**config.mk**
```make
export PLATFORM = sky130hd
export DESIGN_NAME = decode_stage_pipe_flat
export DESIGN_NICKNAME = d
export VERILOG_FILES = /design/src/rtl/decode_stage_pipe_if.sv /design/src/rtl/decode_stage_pipe.sv /design/src/flat_wrapper.sv
export SDC_FILE = /design/constraint.sdc
export NUM_CORES = 2
export LEC_CHECK = 0
export BUFFER_PORTS_ARGS = -buffer_cell sky130_fd_sc_hd__buf_2
export CELL_PAD_IN_SITES_DETAIL_PLACEMENT = 1
export CELL_PAD_IN_SITES_GLOBAL_PLACEMENT = 1
export CORE_MARGIN = 4
export CORE_UTILIZATION = 51
export DETAILED_ROUTE_END_ITERATION = 6
export GPL_TIMING_DRIVEN = 1
export PLACE_DENSITY_LB_ADDON = 0.1
export SLEW_MARGIN = 0
export SYNTH_ARGS = -nofsm -noshare
export SYNTH_HDL_FRONTEND = slang
export SYNTH_SLANG_ARGS = --single-unit
```
**constraint.sdc**
```tcl
create_clock -name clk -period 2.43 [get_ports clk]
set_input_delay 0.3645 -clock clk [delete_from_list [all_inputs] [get_ports clk]]
set_output_delay 0.3645 -clock clk [all_outputs]
set_load 0.02 [all_outputs]
```
**src/rtl/decode_stage_pipe_if.sv**
```systemverilog
// Decode-stage bus bundle: IF/ID input side, writeback port and ID/EX output side.
interface decode_stage_pipe_if #(
  parameter int unsigned XLEN   = 32,
  parameter int unsigned AW     = 5,
  parameter int unsigned CTRL_W = 24
);
  // IF/ID side
  logic              in_valid;
  logic              in_ready;
  logic [31:0]       in_ir;
  logic [XLEN-1:0]   in_pc;
  logic [CTRL_W-1:0] in_ctrl;
  logic              in_ext_op;
  logic              in_uses_rs;
  logic              in_uses_rt;
  logic              in_is_load;
  logic [AW-1:0]     in_dst;
  logic              flush;

  // Writeback port
  logic              wb_en;
  logic [AW-1:0]     wb_addr;
  logic [XLEN-1:0]   wb_data;

  // ID/EX side
  logic              out_valid;
  logic              out_ready;
  logic [XLEN-1:0]   out_busA;
  logic [XLEN-1:0]   out_busB;
  logic [XLEN-1:0]   out_imm;
  logic [XLEN-1:0]   out_shamt;
  logic [AW-1:0]     out_rs;
  logic [AW-1:0]     out_rt;
  logic [AW-1:0]     out_dst;
  logic [XLEN-1:0]   out_pc;
  logic [CTRL_W-1:0] out_ctrl;
  logic              out_is_load;

  // Upstream/downstream environment view
  modport master (
    output in_valid, in_ir, in_pc, in_ctrl, in_ext_op, in_uses_rs, in_uses_rt,
           in_is_load, in_dst, flush, wb_en, wb_addr, wb_data, out_ready,
    input  in_ready, out_valid, out_busA, out_busB, out_imm, out_shamt, out_rs,
           out_rt, out_dst, out_pc, out_ctrl, out_is_load
  );

  // Decode stage view
  modport slave (
    input  in_valid, in_ir, in_pc, in_ctrl, in_ext_op, in_uses_rs, in_uses_rt,
           in_is_load, in_dst, flush, wb_en, wb_addr, wb_data, out_ready,
    output in_ready, out_valid, out_busA, out_busB, out_imm, out_shamt, out_rs,
           out_rt, out_dst, out_pc, out_ctrl, out_is_load
  );
endinterface

```
**src/rtl/decode_stage_pipe.sv**
```systemverilog
// Decode stage: 2R/1W register file with WB->ID bypass, field extract and immediate
// extension, load-use interlock, and an ID/EX register with valid/ready and flush.
module decode_stage_pipe #(
  parameter int unsigned XLEN     = 32,
  parameter int unsigned NUM_REGS = 32,
  parameter int unsigned CTRL_W   = 24,
  parameter bit          ZERO_REG = 1'b1
) (
  input logic                clk,
  input logic                reset,
  decode_stage_pipe_if.slave bus
);

  localparam int unsigned AW = $clog2(NUM_REGS);

  // Register file storage
  logic [XLEN-1:0] regs_q [NUM_REGS];

  // Field extraction; indices take the low AW bits of each 5-bit field
  logic [AW-1:0]   rs_idx;
  logic [AW-1:0]   rt_idx;
  logic [15:0]     imm16;
  logic [4:0]      shamt5;
  logic [XLEN-1:0] imm_ext;
  logic [XLEN-1:0] shamt_ext;
  logic            unused_ir_bits;

  assign rs_idx         = bus.in_ir[21 +: AW];
  assign rt_idx         = bus.in_ir[16 +: AW];
  assign imm16          = bus.in_ir[15:0];
  assign shamt5         = bus.in_ir[10:6];
  assign unused_ir_bits = ^bus.in_ir[31:26];

  // Immediate and shift-amount extension
  always_comb begin
    imm_ext   = bus.in_ext_op ? {{(XLEN-16){imm16[15]}}, imm16} : {{(XLEN-16){1'b0}}, imm16};
    shamt_ext = {{(XLEN-5){1'b0}}, shamt5};
  end

  // Write is suppressed for r0 when it is hardwired to zero
  logic wr_en;
  assign wr_en = bus.wb_en && !(ZERO_REG && (bus.wb_addr == '0));

  // Register file write port, cleared on reset
  always_ff @(posedge clk or negedge reset) begin
    if (!reset) begin
      for (int i = 0; i < int'(NUM_REGS); i++) begin
        regs_q[i] <= '0;
      end
    end else if (wr_en) begin
      regs_q[bus.wb_addr] <= bus.wb_data;
    end
  end

  // Combinational read ports with same-cycle writeback bypass; r0 forced to 0 if hardwired
  logic [XLEN-1:0] rdata_a;
  logic [XLEN-1:0] rdata_b;

  always_comb begin
    rdata_a = regs_q[rs_idx];
    rdata_b = regs_q[rt_idx];
    if (wr_en && (bus.wb_addr == rs_idx)) rdata_a = bus.wb_data;
    if (wr_en && (bus.wb_addr == rt_idx)) rdata_b = bus.wb_data;
    if (ZERO_REG && (rs_idx == '0)) rdata_a = '0;
    if (ZERO_REG && (rt_idx == '0)) rdata_b = '0;
  end

  // ID/EX pipeline register
  logic              out_valid_q,   out_valid_d;
  logic [XLEN-1:0]   out_busa_q,    out_busa_d;
  logic [XLEN-1:0]   out_busb_q,    out_busb_d;
  logic [XLEN-1:0]   out_imm_q,     out_imm_d;
  logic [XLEN-1:0]   out_shamt_q,   out_shamt_d;
  logic [AW-1:0]     out_rs_q,      out_rs_d;
  logic [AW-1:0]     out_rt_q,      out_rt_d;
  logic [AW-1:0]     out_dst_q,     out_dst_d;
  logic [XLEN-1:0]   out_pc_q,      out_pc_d;
  logic [CTRL_W-1:0] out_ctrl_q,    out_ctrl_d;
  logic              out_is_load_q, out_is_load_d;

  // Load-use interlock against the instruction currently held in ID/EX
  logic hazard;
  logic advance;
  logic capture;

  always_comb begin
    hazard  = bus.in_valid && out_valid_q && out_is_load_q && (out_dst_q != '0) &&
              ((bus.in_uses_rs && (rs_idx == out_dst_q)) ||
               (bus.in_uses_rt && (rt_idx == out_dst_q)));
    advance = !out_valid_q || bus.out_ready;
    capture = advance && bus.in_valid && !hazard && !bus.flush;
  end

  assign bus.in_ready = advance && !hazard && !bus.flush;

  // Next-state: flush > capture > bubble > hold
  always_comb begin
    out_valid_d   = out_valid_q;
    out_busa_d    = out_busa_q;
    out_busb_d    = out_busb_q;
    out_imm_d     = out_imm_q;
    out_shamt_d   = out_shamt_q;
    out_rs_d      = out_rs_q;
    out_rt_d      = out_rt_q;
    out_dst_d     = out_dst_q;
    out_pc_d      = out_pc_q;
    out_ctrl_d    = out_ctrl_q;
    out_is_load_d = out_is_load_q;
    if (bus.flush) begin
      out_valid_d = 1'b0;
    end else if (capture) begin
      out_valid_d   = 1'b1;
      out_busa_d    = rdata_a;
      out_busb_d    = rdata_b;
      out_imm_d     = imm_ext;
      out_shamt_d   = shamt_ext;
      out_rs_d      = rs_idx;
      out_rt_d      = rt_idx;
      out_dst_d     = bus.in_dst;
      out_pc_d      = bus.in_pc;
      out_ctrl_d    = bus.in_ctrl;
      out_is_load_d = bus.in_is_load;
    end else if (advance) begin
      out_valid_d = 1'b0;
    end
  end

  // ID/EX state register
  always_ff @(posedge clk or negedge reset) begin
    if (!reset) begin
      out_valid_q   <= 1'b0;
      out_busa_q    <= '0;
      out_busb_q    <= '0;
      out_imm_q     <= '0;
      out_shamt_q   <= '0;
      out_rs_q      <= '0;
      out_rt_q      <= '0;
      out_dst_q     <= '0;
      out_pc_q      <= '0;
      out_ctrl_q    <= '0;
      out_is_load_q <= 1'b0;
    end else begin
      out_valid_q   <= out_valid_d;
      out_busa_q    <= out_busa_d;
      out_busb_q    <= out_busb_d;
      out_imm_q     <= out_imm_d;
      out_shamt_q   <= out_shamt_d;
      out_rs_q      <= out_rs_d;
      out_rt_q      <= out_rt_d;
      out_dst_q     <= out_dst_d;
      out_pc_q      <= out_pc_d;
      out_ctrl_q    <= out_ctrl_d;
      out_is_load_q <= out_is_load_d;
    end
  end

  assign bus.out_valid   = out_valid_q;
  assign bus.out_busA    = out_busa_q;
  assign bus.out_busB    = out_busb_q;
  assign bus.out_imm     = out_imm_q;
  assign bus.out_shamt   = out_shamt_q;
  assign bus.out_rs      = out_rs_q;
  assign bus.out_rt      = out_rt_q;
  assign bus.out_dst     = out_dst_q;
  assign bus.out_pc      = out_pc_q;
  assign bus.out_ctrl    = out_ctrl_q;
  assign bus.out_is_load = out_is_load_q;

endmodule

```
**src/flat_wrapper.sv**
```systemverilog
// flat-port wrapper written by rule: the top's interface ports become plain ports
module decode_stage_pipe_flat 
#(
  parameter int unsigned XLEN     = 32,
  parameter int unsigned NUM_REGS = 32,
  parameter int unsigned CTRL_W   = 24,
  parameter bit          ZERO_REG = 1'b1
)
  (clk, reset, bus_in_valid, bus_in_ir, bus_in_pc, bus_in_ctrl, bus_in_ext_op, bus_in_uses_rs, bus_in_uses_rt, bus_in_is_load, bus_in_dst, bus_flush, bus_wb_en, bus_wb_addr, bus_wb_data, bus_out_ready, bus_in_ready, bus_out_valid, bus_out_busA, bus_out_busB, bus_out_imm, bus_out_shamt, bus_out_rs, bus_out_rt, bus_out_dst, bus_out_pc, bus_out_ctrl, bus_out_is_load);
  decode_stage_pipe_if #(.XLEN(XLEN), .AW(5), .CTRL_W(CTRL_W)) bus_i ();
  input logic clk;
  input logic reset;
  input wire logic [$bits(bus_i.in_valid)-1:0] bus_in_valid;
  input wire logic [$bits(bus_i.in_ir)-1:0] bus_in_ir;
  input wire logic [$bits(bus_i.in_pc)-1:0] bus_in_pc;
  input wire logic [$bits(bus_i.in_ctrl)-1:0] bus_in_ctrl;
  input wire logic [$bits(bus_i.in_ext_op)-1:0] bus_in_ext_op;
  input wire logic [$bits(bus_i.in_uses_rs)-1:0] bus_in_uses_rs;
  input wire logic [$bits(bus_i.in_uses_rt)-1:0] bus_in_uses_rt;
  input wire logic [$bits(bus_i.in_is_load)-1:0] bus_in_is_load;
  input wire logic [$bits(bus_i.in_dst)-1:0] bus_in_dst;
  input wire logic [$bits(bus_i.flush)-1:0] bus_flush;
  input wire logic [$bits(bus_i.wb_en)-1:0] bus_wb_en;
  input wire logic [$bits(bus_i.wb_addr)-1:0] bus_wb_addr;
  input wire logic [$bits(bus_i.wb_data)-1:0] bus_wb_data;
  input wire logic [$bits(bus_i.out_ready)-1:0] bus_out_ready;
  output wire logic [$bits(bus_i.in_ready)-1:0] bus_in_ready;
  output wire logic [$bits(bus_i.out_valid)-1:0] bus_out_valid;
  output wire logic [$bits(bus_i.out_busA)-1:0] bus_out_busA;
  output wire logic [$bits(bus_i.out_busB)-1:0] bus_out_busB;
  output wire logic [$bits(bus_i.out_imm)-1:0] bus_out_imm;
  output wire logic [$bits(bus_i.out_shamt)-1:0] bus_out_shamt;
  output wire logic [$bits(bus_i.out_rs)-1:0] bus_out_rs;
  output wire logic [$bits(bus_i.out_rt)-1:0] bus_out_rt;
  output wire logic [$bits(bus_i.out_dst)-1:0] bus_out_dst;
  output wire logic [$bits(bus_i.out_pc)-1:0] bus_out_pc;
  output wire logic [$bits(bus_i.out_ctrl)-1:0] bus_out_ctrl;
  output wire logic [$bits(bus_i.out_is_load)-1:0] bus_out_is_load;
  assign bus_i.in_valid = bus_in_valid;
  assign bus_i.in_ir = bus_in_ir;
  assign bus_i.in_pc = bus_in_pc;
  assign bus_i.in_ctrl = bus_in_ctrl;
  assign bus_i.in_ext_op = bus_in_ext_op;
  assign bus_i.in_uses_rs = bus_in_uses_rs;
  assign bus_i.in_uses_rt = bus_in_uses_rt;
  assign bus_i.in_is_load = bus_in_is_load;
  assign bus_i.in_dst = bus_in_dst;
  assign bus_i.flush = bus_flush;
  assign bus_i.wb_en = bus_wb_en;
  assign bus_i.wb_addr = bus_wb_addr;
  assign bus_i.wb_data = bus_wb_data;
  assign bus_i.out_ready = bus_out_ready;
  assign bus_in_ready = bus_i.in_ready;
  assign bus_out_valid = bus_i.out_valid;
  assign bus_out_busA = bus_i.out_busA;
  assign bus_out_busB = bus_i.out_busB;
  assign bus_out_imm = bus_i.out_imm;
  assign bus_out_shamt = bus_i.out_shamt;
  assign bus_out_rs = bus_i.out_rs;
  assign bus_out_rt = bus_i.out_rt;
  assign bus_out_dst = bus_i.out_dst;
  assign bus_out_pc = bus_i.out_pc;
  assign bus_out_ctrl = bus_i.out_ctrl;
  assign bus_out_is_load = bus_i.out_is_load;
  decode_stage_pipe #(.XLEN(XLEN), .NUM_REGS(NUM_REGS), .CTRL_W(CTRL_W), .ZERO_REG(ZERO_REG)) u_core (.clk(clk), .reset(reset), .bus(bus_i));
endmodule
```
---- Word level (Yosys, flattened, before mapping) ----
Index checks and enable logic that the tools add are counted.
word-level totals
  output and inout bits ................... 202
  word-level logic and storage cells ...... 99
  input bits .............................. 140
  register bits ........................... 1,198
operators by class
  multiplexer cells ....................... 17
  equality and inequality tests ........... 4
  bitwise logic cells ..................... 4
  magnitude comparators ................... 4
  reductions and logical operators ........ 27
operators with widths
  kind                                                         count
  bitwise mux 1024 bit                                         1
  binary-select mux 32 bit (select 5 bit)                      2
  2-to-1 mux 32 bit                                            10
  demux 32 bit (select 5 bit)                                  1
  == test 5 bit                                                4
  >= comparator 6 bit (second input constant)                  3
  inverter 5 -> 6 bit                                          3
  logical AND 1 bit                                            15
  logical NOT 5 bit                                            3
  less-than comparator 6 x 1 -> 1 bit (second input constant)  1
  nonzero test 5 bit                                           1
  logical NOT 1 bit                                            4
  2-to-1 mux 1 bit                                             3
  nonzero test 3 bit                                           1
  logical OR 1 bit                                             2
  AND reduction 2 bit                                          1
  inverter 1 bit                                               1

---- Logic depth before layout (Yosys ltp) ----
  word-level depth ........................ 9
  gate-level depth with buffers ........... 8
  mapped depth without buffers ............ 5

---- Worst setup path before layout ----
Ideal clock, no wire load.
  path kind ............................... register to output
  from .................................... reg u_core.out_dst_q[0], in the netlist u_core.bus.out_dst[0]
  to ...................................... out bus_in_ready
  arrival ................................. 2,278 ps
  path slack .............................. -212 ps
  required time ........................... 2,066 ps
  stages on the path, launching flop included .. 6
  buffers on the path ..................... 2
  path through ............................ dfrtp_1 > or4_1 > o2111a_2 > buf_6 > clkbuf_1 > a211oi_1
between the ends
  cells in the longest elaborated chain, start to end .. 7
  elaborated cells on any way between the ends .. 11
  those cells by class .................... 2 x eq/ne; 9 x reduce/logical
RTL lines
  what                                  RTL line                                          text
  start, declared                       decode_stage_pipe.sv:76                           logic [AW-1:0] out_dst_q, out_dst_d;
  start signal, assigned                decode_stage_pipe.sv:150                          out_dst_q <= out_dst_d;
  == test 5 bit (on tied branches)      decode_stage_pipe.sv:88, decode_stage_pipe.sv:89
  logical AND 1 bit (on tied branches)  decode_stage_pipe.sv:88, decode_stage_pipe.sv:89
  logical OR 1 bit                      decode_stage_pipe.sv:88                           ((bus.in_uses_rs && (rs_idx == out_dst_q)) ||
  logical AND 1 bit (*)                 decode_stage_pipe.sv:87                           hazard = bus.in_valid && out_valid_q && out_is_load_q && (out_dst_q != '0) &&
  logical NOT 1 bit (*)                 decode_stage_pipe.sv:94                           assign bus.in_ready = advance && !hazard && !bus.flush;
  logical AND 1 bit (*) (2 in series)   decode_stage_pipe.sv:94
  end, declared                         flat_wrapper.sv:27                                output wire logic [$bits(bus_i.in_ready)-1:0] bus_in_ready;
Mark *: on every way between the ends. The rest lies on a longest branch, timed or not.

---- Final worst setup path ----
  from .................................... reg u_core.out_dst_q[2], in the netlist u_core.bus.out_dst[2]
  to ...................................... out bus_in_ready
The elaborated chain is that of the path after synthesis.

==> out/qor.csv <==
stage,metric,value,unit
flow_run,max_cap_viol_count,0,
status,failed_checks,setup timing,
pwr,power_density,832,nW/µm²
place,gp_congestion,0.829,
sta,timing.final.ws_setup,-568,ps
sta,skew,22.6,ps
floorplan,coreArea,115000,µm²
route,drt.antenna.violating_nets,0,
route,drt_iter0_markers,4675,
sta,rsz0062_at_grt,true,
finish,post-route-util,61.9,%
sta,period_minus_slack,3000,ps
place,portBuffers,308,
clocking,clkTransAtPathRegs,70,ps
clocking,clock_path_buffers,3,
worst_setup_path,cp.arrival,2630,ps
worst_setup_path,startpoint,u_core.bus.out_dst[2],
floorplan,start_util,51.6,%
synthesis,yosysSeqAreaShare,49.8,%
synthesis,yosys_warnings,0,
floorplan,rows,124,
clocking,clock_latency,750,ps
finish,nets,5085,
floorplan,die_h,349,µm
status,outcome,"complete, but fails checks",
route,vias,45646,
worst_setup_path,critPathKind,reg -> out,
clocking,ctsRootBufferMaster,clkbuf_16,
grt,grt_max_degree,83,
pwr,combPwrFrac,21.1,%
synthesis,synth_area_per_cell,12.9,µm²
finish,area_growth,20.1,%
synthesis,synth_top_area_share,49.8,%
pwr,p_sw,17.7,mW
grt,overflow,0,
place,dpl.hpwl,141,mm
pwr,leakagePower,31.2,nW
grt,grt_pass1_vias,48237,
clocking,cts-htree-levels,4,
pwr,vdd_drop_max,598,µV
route,drc_errors,0,
worst_setup_path,startpoint_type,flip-flop,
synthesis,syn_inst,4572,
worst_setup_path,critPathMaxFanout,2,
floorplan,die-area,122000,µm²
worst_setup_path,worstSetupEndpointType,primary output,
worst_setup_path,timing.rr.start,u_core.bus.out_dst[2],
grt,track_usage,37.7,%
synthesis,yosysTopAreaCell,dfrtp_1,
clocking,cts_tree,yes,
min_path,min_from,bus_wb_data[10],
floorplan,chipWidth,349,µm
route,avgViaCountPerCell,6.95,
sta,slew_headroom,45.6,%
route,wirelength,234,mm
sta,fmax,0.334,GHz
pwr,internal_power,41.5,mW
place,pre_cts_ws,-105,ps
sta,setup_viol_count_final,149,
finish,final_layout_size_suffix_gt1_share,40.9,%
clocking,cts.sinks,1178,
sta,slew_violations,0,
pwr,clockPowerShare,34.3,%
grt,antenna_found_initial,13,
route,wire_per_inst,35.6,µm
synthesis,ys_top_cells_by_area,"dfrtp_1 (50%), mux4_2 (19%), mux2_2 (11%), o21ai_0 (4.6%), nand2_1 (4.0%)",
sta,worst_pin_slew,815,ps
synthesis,syn_area,59200,µm²
worst_setup_path,required,2070,ps
sta,finalHoldViolCount,0,
min_path,hold_class,in -> reg,
pwr,swShare,29.9,%
grt,grt_pass1_wl,335,mm
pwr,seqPwrFrac,44.6,%
synthesis,ys_ff_latch,1178,
route,drtPass1Iterations,5,
clocking,numCtsBuffers,133,
floorplan,pin_count,342,
synthesis,ys_types,43,
sta,period_share,123,%
[worst max-delay path, cell delays in order, from the launching register on]
cell	delay (ps)
dfrtp_1	410
or4_4	560
o2111a_2	300
buf_12	150
a211oi_4	300
buf_6	170
[timing repair]
action | 4_1_cts | 5_1_grt
resized for setup | 66 | 74
endpoints found under the hold margin | 261 | 0
pin swaps | 4 | 5
gates cloned | 2 | 2
buffers inserted | 4 | 10
hold buffers | 81 | 0
endpoints found under the setup margin | 2 | 154
[power by group through the flow]
stage	clock, mW	sequential (mW)	combinational (mW)
3_3_place_gp	0	26.0	11.5
5_1_grt	21.3	26.7	13.3
3_5_place_dp	0	26.4	11.9
2_1_floorplan	0	26.0	7.69
6_report	20.3	26.4	12.5
4_1_cts	20.4	26.1	12.2
[state kept, by name (all words and copies together), names as in the netlist]
signal                  cells
u_core.regs_q            1024
u_core.bus.out_busA        32
u_core.bus.out_busB        32
u_core.bus.out_pc          32
u_core.bus.out_ctrl        24
u_core.bus.out_imm         17
u_core.bus.out_dst          5
u_core.bus.out_rs           5
u_core.bus.out_rt           5
u_core.bus.out_is_load      1
u_core.bus.out_valid        1
[placed cells by master, fill, tap and decap left out, drive strengths merged, types with 3 or more instances in the layout]
cell,count
inv,41
dfrtp,1178
or3b,4
a211o,64
clkbuf,210
clkinv,13
nand3,7
or2,3
diode,13
nand2,630
or4,3
or3,6
nor3,3
conb,27
o21ai,544
nor2,19
nand3b,9
mux2,600
dlygate4sd3,81
mux4,512
a2111oi,64
nor4,64
xor2,4
nand2b,3
o22ai,257
buf,656
xnor2,16
nor3b,3
[logic make-up (layout without fill, tap and decap cells)]
family                    count (synthesis)  after routing  share of synthesized area [%]
muxes                                  1113           1113                           30.9
other                                     1             40                        0.00634
AOI/OAI and AO/OA                       938            938                           9.37
DFF                                    1178           1178                           49.8
and+or+nand+nor                         759            759                           5.32
buffers and inverters                   563           1007                           4.29
xor gates and xnor gates                 20             20                          0.296
[final cells by class]
type	instances	area, µm²
Antenna cell	13	32.5
Inverter	34	128
Multi-Input combinational cell	2857	28100
Sequential cell	1178	29500
Timing Repair Buffer	741	7210
Tap cell	1512	1890
Clock inverter	24	235
Fill cell	10874	43700
Clock buffer	208	4070
[per-stage QoR]
stage / hold WS, ps / setup TNS [ps] / total power [mW] / instance area, µm² / cells
after floorplan: 68.9 / 0 / 33.7 / 59300 / 4598
after global placement: 343 / -642 / 37.4 / 65200 / 6224
after detailed placement: 343 / -5880 / 38.3 / 65200 / 6224
after CTS: 51.4 / -15950 / 58.7 / 70500 / 6543
after global routing: 108 / -27960 / 61.3 / 71100 / 6560
final: 120 / -25660 / 59.1 / 71100 / 6567
[path summary, 6_finish.rpt]
kind,end,slack (ps),depth (start not counted)
worst max-delay path,bus_in_ready,-570,5
worst min-delay path,u_core.regs_q[106],120,2
worst max register to register,u_core.bus.out_pc[13],-290,8
worst min register to register,u_core.regs_q[1002],400,0
max in group asynchronous,u_core.regs_q[655],1310,3
min in group asynchronous,u_core.bus.out_ctrl[10],190,2
[cell usage after synthesis]
master,instances
a211oi_1,1
o22a_1,1
or4_4,2
xnor2_1,16
nand2b_1,3
or2_2,2
nor3b_1,3
a21o_1,1
or3b_2,4
a21oi_4,1
o22ai_1,257
or4_1,1
mux2i_1,1
buf_4,52
o211a_1,2
buf_6,16
a2111oi_0,64
nor2_1,19
or2_4,1
a211o_1,64
o41ai_2,1
nand3b_1,9
o21ai_0,544
o2111a_2,1
buf_1,24
dfrtp_1,1178
or3_1,6
xor2_1,4
clkbuf_1,349
nand4_1,2
and3_1,2
buf_2,88
o2111ai_1,1
nand3_1,7
nor2b_1,1
mux2_1,12
nor3_1,3
inv_1,34
nor4_1,64
mux4_2,512
nand2_1,630
mux2_2,588
conb_1,1
[layer usage]
layer	up-vias	GRT usage (%)	part of all wire, %
li1	17902	-	-
met1	24534	50.8	38
met2	2568	59.4	47
met3	640	8.49	9.3
met4	2	17.0	4.9
met5	-	0	0.0056
(Power assumes the default switching activity.)
